===== src/rtl/multdiv_sequencer_pkg.sv =====
// Shared constants and state type for the multiply/divide sequencer and the
// control-signal decoder.
package multdiv_sequencer_pkg;

  localparam logic [4:0] OPC_RTYPE = 5'b00000;
  localparam logic [4:0] ALUOP_MUL = 5'b00110;
  localparam logic [4:0] ALUOP_DIV = 5'b00111;

  localparam int unsigned ITER_DEFAULT  = 32;
  localparam int unsigned RSTATUS_REG   = 30;
  localparam int unsigned MUL_OVF_CODE  = 4;
  localparam int unsigned DIV_ZERO_CODE = 5;

  typedef enum logic [1:0] {
    IDLE = 2'd0,
    RUN  = 2'd1,
    DONE = 2'd2
  } state_e;

  function automatic logic is_multdiv(input logic [4:0] opcode, input logic [4:0] aluop);
    return (opcode == OPC_RTYPE) && ((aluop == ALUOP_MUL) || (aluop == ALUOP_DIV));
  endfunction

endpackage


===== src/rtl/multdiv_iter_counter.sv =====
// Iteration counter for multi-cycle units: load clears, enable counts up,
// tc flags the last iteration (ITER-1).
module multdiv_iter_counter #(
  parameter int unsigned ITER = 32
) (
  input  logic clock,
  input  logic reset,
  input  logic load,
  input  logic en,
  output logic tc
);

  localparam int unsigned CW = $clog2(ITER) + 1;

  logic [CW-1:0] cnt;

  always_ff @(posedge clock) begin
    if (!reset) begin
      cnt <= '0;
    end else if (load) begin
      cnt <= '0;
    end else if (en) begin
      cnt <= cnt + CW'(1);
    end
  end

  assign tc = (cnt == CW'(ITER - 1));

endmodule


===== src/rtl/multdiv_sequencer.sv =====
// Multi-cycle controller for the iterative multiply/divide datapath: stalls the
// pipeline for ITER step cycles, then issues one write-back (rd or rstatus).
module multdiv_sequencer
  import multdiv_sequencer_pkg::*;
#(
  parameter int unsigned ITER          = ITER_DEFAULT,
  parameter int unsigned RSTATUS_REG   = multdiv_sequencer_pkg::RSTATUS_REG,
  parameter int unsigned MUL_OVF_CODE  = multdiv_sequencer_pkg::MUL_OVF_CODE,
  parameter int unsigned DIV_ZERO_CODE = multdiv_sequencer_pkg::DIV_ZERO_CODE
) (
  input  logic        clock,
  input  logic        reset,
  input  logic        in_valid,
  input  logic [4:0]  opcode,
  input  logic [4:0]  aluop,
  input  logic [4:0]  rd,
  input  logic        flush,
  input  logic        dp_zero_divisor,
  input  logic        dp_overflow,
  output logic        stall,
  output logic        dp_load,
  output logic        dp_step,
  output logic        dp_is_div,
  output logic        wb_valid,
  output logic [4:0]  wb_rd,
  output logic        wb_sel_status,
  output logic [31:0] wb_status
);

  state_e     state_q, state_d;
  logic [4:0] rd_q;
  logic       is_div_q;
  logic       div0_q;
  logic       accept;
  logic       cnt_tc;
  logic       exc;

  assign accept = (state_q == IDLE) && in_valid && is_multdiv(opcode, aluop) && !flush;

  multdiv_iter_counter #(
    .ITER (ITER)
  ) u_iter_counter (
    .clock (clock),
    .reset (reset),
    .load  (accept),
    .en    (state_q == RUN),
    .tc    (cnt_tc)
  );

  always_ff @(posedge clock) begin
    if (!reset) begin
      state_q  <= IDLE;
      rd_q     <= '0;
      is_div_q <= 1'b0;
      div0_q   <= 1'b0;
    end else begin
      state_q <= state_d;
      if (accept) begin
        rd_q     <= rd;
        is_div_q <= aluop[0];
        div0_q   <= aluop[0] & dp_zero_divisor;
      end
    end
  end

  always_comb begin
    state_d       = state_q;
    stall         = 1'b0;
    dp_load       = 1'b0;
    dp_step       = 1'b0;
    dp_is_div     = 1'b0;
    wb_valid      = 1'b0;
    wb_rd         = '0;
    wb_sel_status = 1'b0;
    wb_status     = '0;
    exc           = 1'b0;

    case (state_q)
      IDLE: begin
        stall     = accept;
        dp_load   = accept;
        dp_is_div = accept & aluop[0];
        if (accept) begin
          state_d = (aluop[0] & dp_zero_divisor) ? DONE : RUN;
        end
      end
      RUN: begin
        stall     = 1'b1;
        dp_step   = 1'b1;
        dp_is_div = is_div_q;
        if (flush) begin
          state_d = IDLE;
        end else if (cnt_tc) begin
          state_d = DONE;
        end
      end
      DONE: begin
        dp_is_div = is_div_q;
        state_d   = IDLE;
        exc       = div0_q | (!is_div_q & dp_overflow);
        if (exc) begin
          wb_valid      = !flush;
          wb_rd         = 5'(RSTATUS_REG);
          wb_sel_status = 1'b1;
          wb_status     = div0_q ? 32'(DIV_ZERO_CODE) : 32'(MUL_OVF_CODE);
        end else begin
          // $r0 is hardwired: a non-exception result targeting it is dropped
          wb_valid = (rd_q != 5'd0) && !flush;
          wb_rd    = rd_q;
        end
      end
      default: state_d = IDLE;
    endcase

    if (!reset) begin
      stall         = 1'b0;
      dp_load       = 1'b0;
      dp_step       = 1'b0;
      dp_is_div     = 1'b0;
      wb_valid      = 1'b0;
      wb_rd         = '0;
      wb_sel_status = 1'b0;
      wb_status     = '0;
    end
  end

endmodule


===== config.mk =====
export PLATFORM = sky130hd
export DESIGN_NAME = multdiv_sequencer
export DESIGN_NICKNAME = d
export VERILOG_FILES = /design/src/rtl/multdiv_sequencer_pkg.sv /design/src/rtl/multdiv_iter_counter.sv /design/src/rtl/multdiv_sequencer.sv
export SDC_FILE = /design/constraint.sdc
export NUM_CORES = 1
export LEC_CHECK = 0
export CAP_MARGIN = 10
export CORE_UTILIZATION = 35
export DETAILED_ROUTE_END_ITERATION = 6
export GPL_TIMING_DRIVEN = 0
export PLACE_DENSITY = 0.85
export SKIP_CTS_REPAIR_TIMING = 1
export SLEW_MARGIN = 20
export SYNTH_ARGS = -nofsm -noshare
export SYNTH_HDL_FRONTEND = slang
export SYNTH_SLANG_ARGS = --single-unit

===== constraint.sdc =====
create_clock -name clock -period 2.1 [get_ports clock]
set_input_delay 0.21 -clock clock [delete_from_list [all_inputs] [get_ports clock]]
set_output_delay 0.21 -clock clock [all_outputs]
set_load 0.02 [all_outputs]

==> results.toml <==
[timing]
period_needed_ns = 2.144
drv_slew = 0
finClkSkew_ns = 0.004556
setup_viol = 1
rsz0062_at_grt = "yes"
fmax_mhz = 466.4
fin_crit_sh = 1.021
final_hold_viol_count = 0
fin_ws_ns = -0.04410

[layout]
num_antenna_cells = 0
final_cell_area_mm2 = 0.001640
drive_gt1_frac = 0.2426
post-route-util = 0.5417
layout_commonest_cell = "buf_4"
syn_to_final_growth_pct = 48.47
final_cell_mix = "32 x buf_4, 30 x conb_1, 22 x clkdlybuf4s50_1"
nets = 229

[floorplan]
die_w_um = 58.19
pin_count = 64
coreArea_mm2 = 0.003028
start_util = 0.3649
num_rows = 20
fp.dieH_um = 58.19
dieArea_mm2 = 0.003385

[min_path]
hp-class = "input pin to flip-flop"
holdPathEnd = "state_q[0]$_SDFFE_PN0P_"
min-delay-start = "reset"
whs_path_depth = 3

[placement]
place_hpwl_um = 1865
placed_area_mm2 = 0.001589
port_buffers = 32
place.gp.congestion = 0.7901

[synthesis]
avgSynthCellArea_um2 = 8.006
yosys_warnings = 0
syn_area_mm2 = 0.001105
synth-seq-cells = 15
synth.distinct_cells = 32
seq_area_frac_synth = 0.2718
syn_inst = 138

[global_routing]
grt_usage = 0.1404
met3_usage = 0.01786
antenna_found_initial = 0
grt_use_met1 = 0.1603
grt_pass1_vias = 868
grt_overflow_total = 0
met2_usage = 0.2594
grt_pass1_wl_um = 3712
busiest_layer = "met2"
grt_max_degree = 11

[clocking]
clk_pin_slew_ns = 0.09
cts_sinks = 15
cts_tree = "done"
ctsHtreeMaxLevel = 1
root_buffer = "clkbuf_4"
cts_buffer_depth = 2
numCtsBuffers = 3
clk_latency_ns = 0.29

[power_and_ir_drop]
p_sw_frac = 0.2940
leakage_nw = 0.8815
power_frac_comb = 0.275
internal-power_mw = 0.4446
power_mw = 0.6298
power.density_mw_per_mm2 = 383.9
power.net_switching_mw = 0.1851
max-vdd-ir-drop_mv = 0.2073
clkPwrFrac = 0.270
seqPwrFrac = 0.455

[setup_path]
crit_path_cell_trace = "inv_2 -> ha_4 -> and4bb_1 -> and3_1 -> buf_6 -> nand3_2 -> a211oi_2 -> buf_4"
worstPathArrival_ns = 1.93
startpoint_type = "flip-flop"
r2r_slack_ns = 0.51
required_ns = 1.89
setup.worst_path.start = "state_q[1]$_SDFFE_PN0P_"
r2r_cells = 7
path_delay_family = "simple AND/OR/NAND/NOR gates"
end_kind = "primary output"
r2r-start = "state_q[1]$_SDFFE_PN0P_"
critPathSlowestCell = "dfxtp_1"
slowest_delay_ns = 0.34
cp_max_fo = 7
r2r_end = "u_iter_counter.cnt[1]$_SDFFE_PP0P_"
crit_type = "flip-flop to primary output"
critPathBufInv = 3

[detailed_routing]
wl_per_cell_um = 9.533
dr.pass1.iters = 4
vias = 1017
drt-initial-drc-count = 21
ant_nets = 0
via_per_inst = 4.134
drc = 0
routed_wl_um = 2345

[run_status]
violations = "negative setup slack"
status = "finished, violations left"

[run]
cap_violations = 0
## power groups by stage
stage | Clock, mW | Combinational (mW) | Sequential (mW)
finish | 0.170 | 0.173 | 0.286
global route | 0.187 | 0.185 | 0.287
CTS | 0.172 | 0.169 | 0.286
detailed placement | 0 | 0.169 | 0.293
global placement | 0 | 0.167 | 0.293
floorplan | 0 | 0.119 | 0.293
## layer usage
| metal | vias to the layer above | part of all wire | routed length (um) |
|---|---|---|---|
| met1 | 442 | 0.41 | 970 |
| li1 | 522 | - | - |
| met2 | 49 | 0.51 | 1194 |
| met3 | 4 | 0.063 | 147 |
| met4 | 0 | 0.014 | 33 |
| met5 | - | 0 | 0 |
## through the flow
stage | hold slack, ns | worst slack, ns | std cells | TNS, ns
floorplan | 0.3460 | 0.2636 | 167 | 0
global placement | 0.4498 | -0.3738 | 243 | -0.5034
detailed placement | 0.4648 | -0.4212 | 243 | -0.5965
CTS | 0.3365 | -0.7125 | 247 | -1.774
global route | 0.3736 | -0.1425 | 246 | -0.1896
finish | 0.3473 | -0.04410 | 246 | -0.04410
## flip-flops by register name (all words and copies together), names as in the netlist
| name | flops |
|---|---|
| rd_q | 5 |
| is_div_q | 1 |
| div0_q | 1 |
| state_q | 2 |
| u_iter_counter.cnt | 6 |
## cells in the mapped netlist
master | number | share of area
clkbuf_1 | 2 | 0.0068
inv_1 | 3 | 0.010
nand3_2 | 2 | 0.018
mux2i_1 | 1 | 0.0091
or3_1 | 1 | 0.0057
buf_6 | 1 | 0.010
buf_2 | 1 | 0.0045
nand3_1 | 5 | 0.023
a21o_1 | 2 | 0.014
o31a_1 | 1 | 0.0079
nand2_1 | 20 | 0.068
nor4_1 | 1 | 0.0057
a221oi_2 | 1 | 0.014
dfxtp_1 | 15 | 0.27
xnor2_1 | 2 | 0.016
and3_1 | 2 | 0.011
conb_1 | 1 | 0.0034
xor2_1 | 3 | 0.024
nor2_1 | 17 | 0.058
a211oi_2 | 1 | 0.011
nor4b_4 | 2 | 0.043
a21oi_1 | 7 | 0.032
or2_1 | 1 | 0.0057
and4bb_1 | 1 | 0.011
clkinv_1 | 1 | 0.0034
a211oi_1 | 1 | 0.0068
buf_4 | 31 | 0.21
ha_1 | 5 | 0.057
nor2b_1 | 2 | 0.011
and2_1 | 1 | 0.0057
a31oi_1 | 1 | 0.0057
nand4_1 | 3 | 0.017
## worst register-to-register path, delay by kind of cell (launching register included)
kind	cells	cell delay [ns]
buffers and inverters	2	0.30
and+or+nand+nor	4	0.65
DFF	1	0.38
adders and majority gates	1	0.19
## layout make-up
type	count	area (um2)
Tap cell	44	55.05
Buffer	34	252.7
Timing Repair Buffer	32	332.8
Fill cell	280	1388
Sequential cell	15	301.5
Multi-Input combinational cell	113	656.9
Inverter	4	15.01
Clock buffer	4	26.28
## kinds of logic after synthesis
kind of cell             after synthesis  share of synthesized area
AND/OR/NAND/NOR                       58                     0.2831
buffers and inverters                 39                     0.2457
flip-flops                            15                     0.2718
AO/OA/AOI/OAI                         14                    0.09059
adder cells (fa/ha/maj)                5                    0.05663
XOR/XNOR                               5                    0.03964
other                                  1                   0.003394
multiplexers                           1                   0.009060
## worst max-delay path by stage
| stage | cells past startpoint | slack [ns] | end |
|---|---|---|---|
| 6_report | 8 | -0.04 | dp_is_div |
| 5_1_grt | 8 | -0.14 | dp_is_div |
| 4_1_cts | 8 | -0.71 | dp_is_div |
| 3_5_place_dp | 7 | -0.42 | dp_is_div |
| 3_3_place_gp | 7 | -0.37 | dp_is_div |
| 2_1_floorplan | 7 | 0.26 | dp_is_div |
Note: power is estimated with default switching activity, not from simulation.
